`src/rtl/alu_op_decoder_pkg.sv`:
```
// Shared constants and types for the ALU operation decoder: opcodes,
// R-type function fields, ALU function codes and the buffered entry layout.
package alu_op_decoder_pkg;

  localparam int DEF_WORD_SIZE = 16;

  // Primary opcodes (instr[15:12])
  localparam logic [3:0] OP_BNE   = 4'd0;
  localparam logic [3:0] OP_BEQ   = 4'd1;
  localparam logic [3:0] OP_BGZ   = 4'd2;
  localparam logic [3:0] OP_BLZ   = 4'd3;
  localparam logic [3:0] OP_ADI   = 4'd4;
  localparam logic [3:0] OP_ORI   = 4'd5;
  localparam logic [3:0] OP_LHI   = 4'd6;
  localparam logic [3:0] OP_LWD   = 4'd7;
  localparam logic [3:0] OP_SWD   = 4'd8;
  localparam logic [3:0] OP_JMP   = 4'd9;
  localparam logic [3:0] OP_JAL   = 4'd10;
  localparam logic [3:0] OP_RTYPE = 4'd15;

  // R-type function field (instr[5:0])
  localparam logic [5:0] FN_ADD = 6'd0;
  localparam logic [5:0] FN_SUB = 6'd1;
  localparam logic [5:0] FN_AND = 6'd2;
  localparam logic [5:0] FN_ORR = 6'd3;
  localparam logic [5:0] FN_NOT = 6'd4;
  localparam logic [5:0] FN_TCP = 6'd5;
  localparam logic [5:0] FN_SHL = 6'd6;
  localparam logic [5:0] FN_SHR = 6'd7;
  localparam logic [5:0] FN_JPR = 6'd25;
  localparam logic [5:0] FN_JRL = 6'd26;
  localparam logic [5:0] FN_WWD = 6'd28;
  localparam logic [5:0] FN_HLT = 6'd29;

  // ALU function codes shared with the execute-stage ALU
  localparam logic [3:0] ALU_ADD     = 4'b0000;
  localparam logic [3:0] ALU_SUB     = 4'b0001;
  localparam logic [3:0] ALU_AND     = 4'b0010;
  localparam logic [3:0] ALU_ORR     = 4'b0011;
  localparam logic [3:0] ALU_NOT     = 4'b0100;
  localparam logic [3:0] ALU_TCP     = 4'b0101;
  localparam logic [3:0] ALU_SHL     = 4'b0110;
  localparam logic [3:0] ALU_SHR     = 4'b0111;
  localparam logic [3:0] ALU_ADD_IMM = 4'b1000;
  localparam logic [3:0] ALU_ORR_IMM = 4'b1001;
  localparam logic [3:0] ALU_LHI     = 4'b1010;

  // Link register written by JAL / JRL
  localparam logic [1:0] LINK_REG = 2'd2;

  typedef enum logic [1:0] {
    BUF_EMPTY = 2'd0,
    BUF_ONE   = 2'd1,
    BUF_FULL  = 2'd2
  } buf_state_e;

  // Decoded control fields; the extended immediate is kept alongside
  // because its width follows the datapath parameter.
  typedef struct packed {
    logic [3:0] alu_func;
    logic       alu_b_sel;
    logic [1:0] rs;
    logic [1:0] rt;
    logic [1:0] wr_reg;
    logic       wr_en;
    logic       illegal;
  } dec_ctl_t;

endpackage

```
`src/rtl/alu_op_decode_comb.sv`:
```
// Pure combinational instruction-to-fields decoder.
module alu_op_decode_comb
  import alu_op_decoder_pkg::*;
#(
  parameter int WORD_SIZE = DEF_WORD_SIZE
) (
  input  logic [WORD_SIZE-1:0] instr_i,
  output dec_ctl_t             ctl_o,
  output logic [WORD_SIZE-1:0] imm_o
);

  logic [3:0]           opcode_s;
  logic [5:0]           func_s;
  logic [1:0]           rd_s;
  logic [WORD_SIZE-1:0] sext_s;
  logic [WORD_SIZE-1:0] zext_s;

  assign opcode_s = instr_i[15:12];
  assign func_s   = instr_i[5:0];
  assign rd_s     = instr_i[7:6];
  assign sext_s   = {{(WORD_SIZE-8){instr_i[7]}}, instr_i[7:0]};
  assign zext_s   = {{(WORD_SIZE-8){1'b0}}, instr_i[7:0]};

  // Decode opcode/func into ALU control, operand select and write-back fields
  always_comb begin
    ctl_o.alu_func  = ALU_ADD;
    ctl_o.alu_b_sel = 1'b0;
    ctl_o.rs        = instr_i[11:10];
    ctl_o.rt        = instr_i[9:8];
    ctl_o.wr_reg    = 2'd0;
    ctl_o.wr_en     = 1'b0;
    ctl_o.illegal   = 1'b0;
    imm_o           = sext_s;
    case (opcode_s)
      OP_BNE, OP_BEQ, OP_BGZ, OP_BLZ: begin
        ctl_o.alu_func = ALU_SUB;
      end
      OP_ADI, OP_LWD: begin
        ctl_o.alu_func  = ALU_ADD_IMM;
        ctl_o.alu_b_sel = 1'b1;
        ctl_o.wr_reg    = instr_i[9:8];
        ctl_o.wr_en     = 1'b1;
      end
      OP_ORI: begin
        ctl_o.alu_func  = ALU_ORR_IMM;
        ctl_o.alu_b_sel = 1'b1;
        ctl_o.wr_reg    = instr_i[9:8];
        ctl_o.wr_en     = 1'b1;
        imm_o           = zext_s;
      end
      OP_LHI: begin
        ctl_o.alu_func  = ALU_LHI;
        ctl_o.alu_b_sel = 1'b1;
        ctl_o.wr_reg    = instr_i[9:8];
        ctl_o.wr_en     = 1'b1;
        imm_o           = zext_s;
      end
      OP_SWD: begin
        ctl_o.alu_func  = ALU_ADD_IMM;
        ctl_o.alu_b_sel = 1'b1;
      end
      OP_JMP: begin
        ctl_o.wr_en = 1'b0;
      end
      OP_JAL: begin
        ctl_o.wr_reg = LINK_REG;
        ctl_o.wr_en  = 1'b1;
      end
      OP_RTYPE: begin
        case (func_s)
          FN_ADD, FN_SUB, FN_AND, FN_ORR,
          FN_NOT, FN_TCP, FN_SHL, FN_SHR: begin
            ctl_o.alu_func = func_s[3:0];
            ctl_o.wr_reg   = rd_s;
            ctl_o.wr_en    = 1'b1;
          end
          FN_JPR, FN_WWD, FN_HLT: begin
            ctl_o.wr_en = 1'b0;
          end
          FN_JRL: begin
            ctl_o.wr_reg = LINK_REG;
            ctl_o.wr_en  = 1'b1;
          end
          default: begin
            ctl_o.illegal = 1'b1;
          end
        endcase
      end
      default: begin
        ctl_o.illegal = 1'b1;
      end
    endcase
  end

endmodule

```
`src/rtl/alu_op_decoder.sv`:
```
// Decode stage: combinational decode feeding a 2-entry skid buffer with
// valid/ready on both sides and a flush for branch/jump redirects.
module alu_op_decoder
  import alu_op_decoder_pkg::*;
#(
  parameter int WORD_SIZE = DEF_WORD_SIZE
) (
  input  logic                 clk,
  input  logic                 reset_n,
  input  logic                 in_valid,
  output logic                 in_ready,
  input  logic [WORD_SIZE-1:0] in_instr,
  input  logic                 flush,
  output logic                 out_valid,
  input  logic                 out_ready,
  output logic [3:0]           alu_func,
  output logic                 alu_b_sel,
  output logic [WORD_SIZE-1:0] imm_out,
  output logic [1:0]           rs_out,
  output logic [1:0]           rt_out,
  output logic [1:0]           wr_reg,
  output logic                 wr_en,
  output logic                 illegal
);

  buf_state_e           state_q, state_d;
  logic                 in_ready_q;
  logic                 out_valid_q;
  dec_ctl_t             head_ctl_q, head_ctl_d;
  dec_ctl_t             tail_ctl_q, tail_ctl_d;
  logic [WORD_SIZE-1:0] head_imm_q, head_imm_d;
  logic [WORD_SIZE-1:0] tail_imm_q, tail_imm_d;
  dec_ctl_t             dec_ctl_s;
  logic [WORD_SIZE-1:0] dec_imm_s;
  logic                 push_s;
  logic                 pop_s;

  alu_op_decode_comb #(.WORD_SIZE(WORD_SIZE)) u_decode (
    .instr_i (in_instr),
    .ctl_o   (dec_ctl_s),
    .imm_o   (dec_imm_s)
  );

  assign push_s = in_valid && in_ready_q;
  assign pop_s  = out_valid_q && out_ready;

  // State register; ready/valid are registered from the next state
  always_ff @(posedge clk) begin
    if (!reset_n) begin
      state_q     <= BUF_EMPTY;
      in_ready_q  <= 1'b0;
      out_valid_q <= 1'b0;
    end else begin
      state_q     <= state_d;
      in_ready_q  <= (state_d != BUF_FULL);
      out_valid_q <= (state_d != BUF_EMPTY);
    end
  end

  // Next-state logic; flush dominates any push/pop in the same cycle
  always_comb begin
    state_d = state_q;
    if (flush) begin
      state_d = BUF_EMPTY;
    end else begin
      case (state_q)
        BUF_EMPTY: begin
          if (push_s) state_d = BUF_ONE;
          else        state_d = BUF_EMPTY;
        end
        BUF_ONE: begin
          if (push_s && !pop_s)      state_d = BUF_FULL;
          else if (!push_s && pop_s) state_d = BUF_EMPTY;
          else                       state_d = BUF_ONE;
        end
        BUF_FULL: begin
          if (pop_s) state_d = BUF_ONE;
          else       state_d = BUF_FULL;
        end
        default: begin
          state_d = BUF_EMPTY;
        end
      endcase
    end
  end

  // Entry steering: new decode lands at head or tail, tail promotes on pop
  always_comb begin
    head_ctl_d = head_ctl_q;
    head_imm_d = head_imm_q;
    tail_ctl_d = tail_ctl_q;
    tail_imm_d = tail_imm_q;
    if (flush) begin
      head_ctl_d = head_ctl_q;
      tail_ctl_d = tail_ctl_q;
    end else begin
      case (state_q)
        BUF_EMPTY: begin
          if (push_s) begin
            head_ctl_d = dec_ctl_s;
            head_imm_d = dec_imm_s;
          end else begin
            head_ctl_d = head_ctl_q;
          end
        end
        BUF_ONE: begin
          if (push_s && pop_s) begin
            head_ctl_d = dec_ctl_s;
            head_imm_d = dec_imm_s;
          end else if (push_s) begin
            tail_ctl_d = dec_ctl_s;
            tail_imm_d = dec_imm_s;
          end else begin
            head_ctl_d = head_ctl_q;
          end
        end
        BUF_FULL: begin
          if (pop_s) begin
            head_ctl_d = tail_ctl_q;
            head_imm_d = tail_imm_q;
          end else begin
            head_ctl_d = head_ctl_q;
          end
        end
        default: begin
          head_ctl_d = head_ctl_q;
        end
      endcase
    end
  end

  // Entry storage; reset clears the head so all outputs read zero
  always_ff @(posedge clk) begin
    if (!reset_n) begin
      head_ctl_q <= '0;
      head_imm_q <= '0;
      tail_ctl_q <= '0;
      tail_imm_q <= '0;
    end else begin
      head_ctl_q <= head_ctl_d;
      head_imm_q <= head_imm_d;
      tail_ctl_q <= tail_ctl_d;
      tail_imm_q <= tail_imm_d;
    end
  end

  // Outputs are driven straight from registers
  always_comb begin
    in_ready  = in_ready_q;
    out_valid = out_valid_q;
    alu_func  = head_ctl_q.alu_func;
    alu_b_sel = head_ctl_q.alu_b_sel;
    imm_out   = head_imm_q;
    rs_out    = head_ctl_q.rs;
    rt_out    = head_ctl_q.rt;
    wr_reg    = head_ctl_q.wr_reg;
    wr_en     = head_ctl_q.wr_en;
    illegal   = head_ctl_q.illegal;
  end

endmodule
```
`config.mk`:
```
export PLATFORM = sky130hd
export DESIGN_NAME = alu_op_decoder
export DESIGN_NICKNAME = d
export VERILOG_FILES = /design/src/rtl/alu_op_decoder_pkg.sv /design/src/rtl/alu_op_decode_comb.sv /design/src/rtl/alu_op_decoder.sv
export SDC_FILE = /design/constraint.sdc
export NUM_CORES = 1
export LEC_CHECK = 0
export CORE_AREA = 2 2 79 81
export CTS_CLUSTER_SIZE = 10
export DETAILED_ROUTE_END_ITERATION = 10
export DIE_AREA = 0 0 81 83
export PLACE_DENSITY = 0.85
export SKIP_CTS_REPAIR_TIMING = 1
export SLEW_MARGIN = 25
export SYNTH_ARGS = -nofsm -noshare
export SYNTH_HDL_FRONTEND = slang
export SYNTH_HIERARCHICAL = 1
export SYNTH_SLANG_ARGS = --single-unit
```
`constraint.sdc`:
```
create_clock -name clk -period 2.6 [get_ports clk]
set_clock_uncertainty 0.1 [all_clocks]
set_input_delay 0.39 -clock clk [delete_from_list [all_inputs] [get_ports clk]]
set_output_delay 0.39 -clock clk [all_outputs]
set_load 0.05 [all_outputs]
```
==> results of run 1 <==
layout make-up:
class	instances	area (µm²)
fill	529	2110
multi-input combinational	237	1530
sequential	62	1240
timing repair buffer	62	606
clock buffer	11	151
tap	75	93.8
clock inverter	4	70.1
inverter	5	18.8
path summary, 6_finish.rpt:
path / from / end / slack [ns] / cells past startpoint
setup / recovery: out_valid$_SDFF_PN0_ / out_valid / 0.56 / 1
hold / removal: tail_imm_q[2]$_SDFFE_PN0P_ / tail_imm_q[2]$_SDFFE_PN0P_ / 0.36 / 2
setup reg to reg: state_q[0]$_SDFF_PN0_ / imm_out[6]$_SDFFE_PN0P_ / 0.70 / 5
hold reg to reg: tail_imm_q[2]$_SDFFE_PN0P_ / tail_imm_q[2]$_SDFFE_PN0P_ / 0.36 / 2
per-stage QoR:
stage | cells | utilization (%) | total power, mW | worst slack (ns) | hold WS, ns
after floorplan | 351 | - | 1.31 | 0.601 | 0.336
after global placement | 441 | 59.9 | 1.43 | 0.385 | 0.340
after detailed placement | 441 | 59.9 | 1.44 | 0.325 | 0.346
after CTS | 456 | 63.7 | 2.40 | 0.525 | 0.354
after global routing | 456 | 63.7 | 2.46 | 0.520 | 0.369
final | 456 | 63.7 | 2.37 | 0.561 | 0.356
power by group through the flow:
stage          logic [mW]  clock network [mW]  registers [mW]
3_5_place_dp        0.411                   0            1.03
6_report            0.415               0.953            1.01
2_1_floorplan       0.171                   0            1.14
5_1_grt             0.441                1.01            1.01
4_1_cts             0.414               0.975            1.01
3_3_place_gp        0.406                   0            1.03
cell usage in the layout (no fill, tap or decap), types with 2 or more instances in the layout:
cell type	instances
clkdlybuf4s50_1	51
a21oi_1	37
bufinv_16	2
buf_4	10
clkbuf_8	11
mux2i_1	29
clkinv_2	2
inv_1	4
a21o_1	2
a211oi_1	3
o211a_1	27
o21ai_1	2
dfxtp_1	62
nand2_1	65
nor2b_1	2
nor3_1	2
and2_1	5
nand4_1	2
nor2_1	4
nand3_1	29
metal layers:
layer | up-vias | share of wire [%]
met3 | 12 | 5.7
met1 | 1218 | 46
met2 | 72 | 46
met4 | 0 | 2.0
li1 | 1271 | -
met5 | - | 0
cell families after synthesis:
kind of cell / synth area share, %
AOI/OAI and AO/OA: 20.5
xor gates and xnor gates: 0.287
adders and majority gates: 0.410
buffers and inverters: 10.0
DFF: 40.7
muxes: 9.51
and+or+nand+nor: 18.6
==> flow_summary.toml, run 1 <==
[pwr]
p_comb_share_pct = 17.5
switching_power_uw = 649
pwr-share-clk_pct = 40.1
p_per_area_nw_per_um2 = 641
vdd_drop_max_v = 0.000376
p_int_mw = 1.73
cellLeakagePower_nw = 1.78
share_seq_of_total_power_pct = 42.4
p_sw_share_pct = 27.3

[sta]
max_freq_mhz = 490
period_needed_ns = 2.04
tightest_slew_ns = 0.510
setup_viol = 0
finalCritPeriodShare_pct = 78.4
tns_ns = 0
rsz0062_at_grt = "false"
hold_viol = 0
drv_slew = 0
slew_headroom_pct = 65.9

[grt]
grt_pass1_wl_um = 11800
grt_usage_pct = 22.5
met1_usage_pct = 28.6
met3_usage_pct = 5.43
grt_pass1_vias = 2514
grt_max_degree = 32
grtUsageMet2_pct = 35.3
overflow = 0
grt_antenna_before_repair = 0
busiest_layer = "met2"

[worst_setup_path]
required_ns = 2.11
crit_path_max_incr_delay_ns = 0.82
crit_path_max_fanout = 4
cp.arrival_ns = 1.55
crit_slowest_cell = "clkdlybuf4s50_1"
cp_num_buf_inv = 1
start_kind = "flip-flop"
cp_top_family = "buffers and inverters"
cp-end-kind = "output port"
path_cells = "clkdlybuf4s50_1"
crit_type = "flip-flop to output port"

[route]
avgViaCountPerCell = 5.64
first_iter_violations = 188
routed_wl_um = 7010
vias = 2573
route.antenna.remaining_nets = 0
drc = 0
dr.pass1.iters = 5
wire_per_inst_um = 15.4

[placed_design]
dp_hpwl_um = 4400
placed_area_um2 = 3480
gp_congestion = 0.909
portBuffers = 51

[clock_network]
cts.clk_slew.worst_paths_ns = 0.07
clock_latency_ns = 0.35
cts_tree = "yes"
cts_made_buffers = 9
clock-root-buffer = "clkbuf_8"
h-tree-depth = 3
cts.sink_count = 62
cts_buffer_depth = 2

[floorplanning]
initial_utilization_pct = 52.5
rows = 28
die_h_um = 83
core_area_um2 = 5820
pin_count = 52
die_w_um = 81
die-area_um2 = 6720

[final_layout]
final_area_um2 = 3710
nets = 399
drive_gt1_share_pct = 8.66
area_delta_synth_final_pct = 21.4
diodes = 0

[synth]
synth_common_cells = "nand2_1 (65), dfxtp_1 (62), a21oi_1 (37)"
yosys.area.top_type = "dfxtp_1"
async_flop_share_pct = 0
synth_area_um2 = 3050
ys.flop_type = "dfxtp_1"
synth_cell_type_count = 46
synth_edf_count = 0
ys.warnings.count = 6
synth.most_common_cell = "nand2_1"
ys_ff_latch = 62
synth_top_area_share_pct = 40.7
avgSynthCellArea_um2 = 8.70
ys_seq_area_share_pct = 40.7
syn_nets = 373
synthCells = 351
yosys-top-cells-area = "dfxtp_1 (41%), mux2i_1 (9.5%), o211a_1 (8.9%)"

[min_path]
holdCritPathClass = "flip-flop to flip-flop"

[outcome]
run_status = "complete, no violations"

[job]
drv_cap = 0
Power figures use the tool's default switching activity.
==> run 2: changes to the inputs <==
==> constraint.sdc (replaced) <==
create_clock -name clk -period 2.1 [get_ports clk]
set_clock_uncertainty 0.1 [all_clocks]
set_input_delay 0.315 -clock clk [delete_from_list [all_inputs] [get_ports clk]]
set_output_delay 0.315 -clock clk [all_outputs]
set_load 0.05 [all_outputs]
==> run 2 against run 1 <==
Register-to-register slack got worse by 0.39 ns. Global-route usage rose by 0.070 points. Largest power group unchanged. Sequential power increased by 24%. Sequential share of layout area is 0.74 points lower. Largest cell class unchanged. Highest routed layer unchanged. Critical path depth stayed put. Hold slack lost 0.0023 ns. Non-clock buffer count rose by 13.
==> flow_summary.toml, run 2 (synthesis gave the netlist of run 1 again) <==
[worst_setup_path]
crit_path_max_incr_delay_ns = 0.82
cp-end-kind = "output port"
crit_type = "flip-flop to output port"
required_ns = 1.68
crit_slowest_cell = "clkdlybuf4s50_1"
cp_num_buf_inv = 1
cp.arrival_ns = 1.51
cp_top_family = "buffers and inverters"
path_cells = "clkdlybuf4s50_1"
crit_path_max_fanout = 4
start_kind = "flip-flop"

[route]
vias = 2664
routed_wl_um = 7120
dr.pass1.iters = 4
first_iter_violations = 188
wire_per_inst_um = 15.2
route.antenna.remaining_nets = 0
drc = 0
avgViaCountPerCell = 5.68

[sta]
period_needed_ns = 1.93
slew_headroom_pct = 66.0
tightest_slew_ns = 0.509
finalCritPeriodShare_pct = 91.8
max_freq_mhz = 518
setup_viol = 0
hold_viol = 0
setup_ws_ns = 0.171
drv_slew = 0
rsz0062_at_grt = "false"

[placed_design]
dp_hpwl_um = 4580
portBuffers = 51
placed_area_um2 = 3610
gp_congestion = 0.839
place_ws_ns = -0.0512

[grt]
grt_pass1_vias = 2544
grt_pass1_wl_um = 12000
overflow = 0
grt_max_degree = 35
grt_antenna_before_repair = 0
grt_usage_pct = 22.5

[clock_network]
cts_made_buffers = 9
cts.sink_count = 62
clock_latency_ns = 0.33
cts.clk_slew.worst_paths_ns = 0.06
h-tree-depth = 3
cts_tree = "yes"
clock-root-buffer = "clkbuf_8"
cts_buffer_depth = 2

[min_path]
holdCritPathClass = "flip-flop to flip-flop"

[final_layout]
fillers = 474
final_common_cell = "nand2_1"
area_delta_synth_final_pct = 24.1
final_core_util_pct = 65.2
final_cell_mix = "nand2_1 (65), dfxtp_1 (62), clkdlybuf4s50_1 (51), a21oi_1 (37)"
nets = 412
diodes = 0
final_area_um2 = 3790
drive_gt1_share_pct = 10.7

[floorplanning]
core_area_um2 = 5820
rows = 28
die_w_um = 81
pin_count = 52
initial_utilization_pct = 52.5
die-area_um2 = 6720
die_h_um = 83

[pwr]
cellLeakagePower_nw = 1.83
design_power_total_mw = 2.78
vdd_drop_max_v = 0.000427
p_per_area_nw_per_um2 = 734

[job]
drv_cap = 0

[outcome]
run_status = "complete, no violations"
-- run 2: cell types whose count changed in the layout (fill, tap and decap cells not counted), sizes merged --
cell,delta
clkbuf,+3
buf,+13
bufinv,-1
clkinv,-2
-- run 2: final cells by class --
| type | count | area [µm²] | share of cell area [%] |
|---|---|---|---|
| well taps | 75 | 93.8 | 2.48 |
| multi-input cells | 237 | 1530 | 40.2 |
| repair buffers | 75 | 728 | 19.2 |
| clock inverters | 1 | 30.0 | 0.792 |
| inverters | 5 | 18.8 | 0.495 |
| clock buffers | 14 | 153 | 4.03 |
| flip-flops and latches | 62 | 1240 | 32.8 |
-- run 2: final timing paths --
check	from	end	slack [ns]	depth (start not counted)
setup / recovery	out_valid$_SDFF_PN0_	out_valid	0.17	1
hold / removal	tail_ctl_q[4]$_SDFFE_PN0P_	tail_ctl_q[4]$_SDFFE_PN0P_	0.35	2
setup reg to reg	state_q[1]$_SDFF_PN0_	tail_ctl_q[12]$_SDFFE_PN0P_	0.31	4
hold reg to reg	tail_ctl_q[4]$_SDFFE_PN0P_	tail_ctl_q[4]$_SDFFE_PN0P_	0.35	2
-- run 2: per-layer routing --
metal  wire, µm  vias to the layer above  GRT usage (%)
met5          0                        -              0
met4        110                        0           10.0
met3        389                       11           4.13
met2       3340                       96           34.9
met1       3280                     1261           30.3
li1           -                     1296              -
-- run 2: worst register-to-register path, stage by stage, from the launching register on --
cell	delay, ns
dfxtp_1	0.39
nand2b_1	0.26
or4b_4	0.70
nand2_1	0.14
a21oi_1	0.08
-- run 2: per-stage QoR --
stage	hold slack (ns)	std cells	setup TNS [ns]
6_report	0.354	469	0
5_1_grt	0.373	469	0
4_1_cts	0.354	469	0
3_5_place_dp	0.346	454	-0.0512
3_3_place_gp	0.341	454	0
2_1_floorplan	0.292	351	0
-- run 2: power breakdown --
part | internal [mW] | total (mW) | switching (mW)
combinational | 0.212 | 0.538 | 0.325
clock | 0.577 | 0.997 | 0.421
sequential | 1.22 | 1.25 | 0.0264
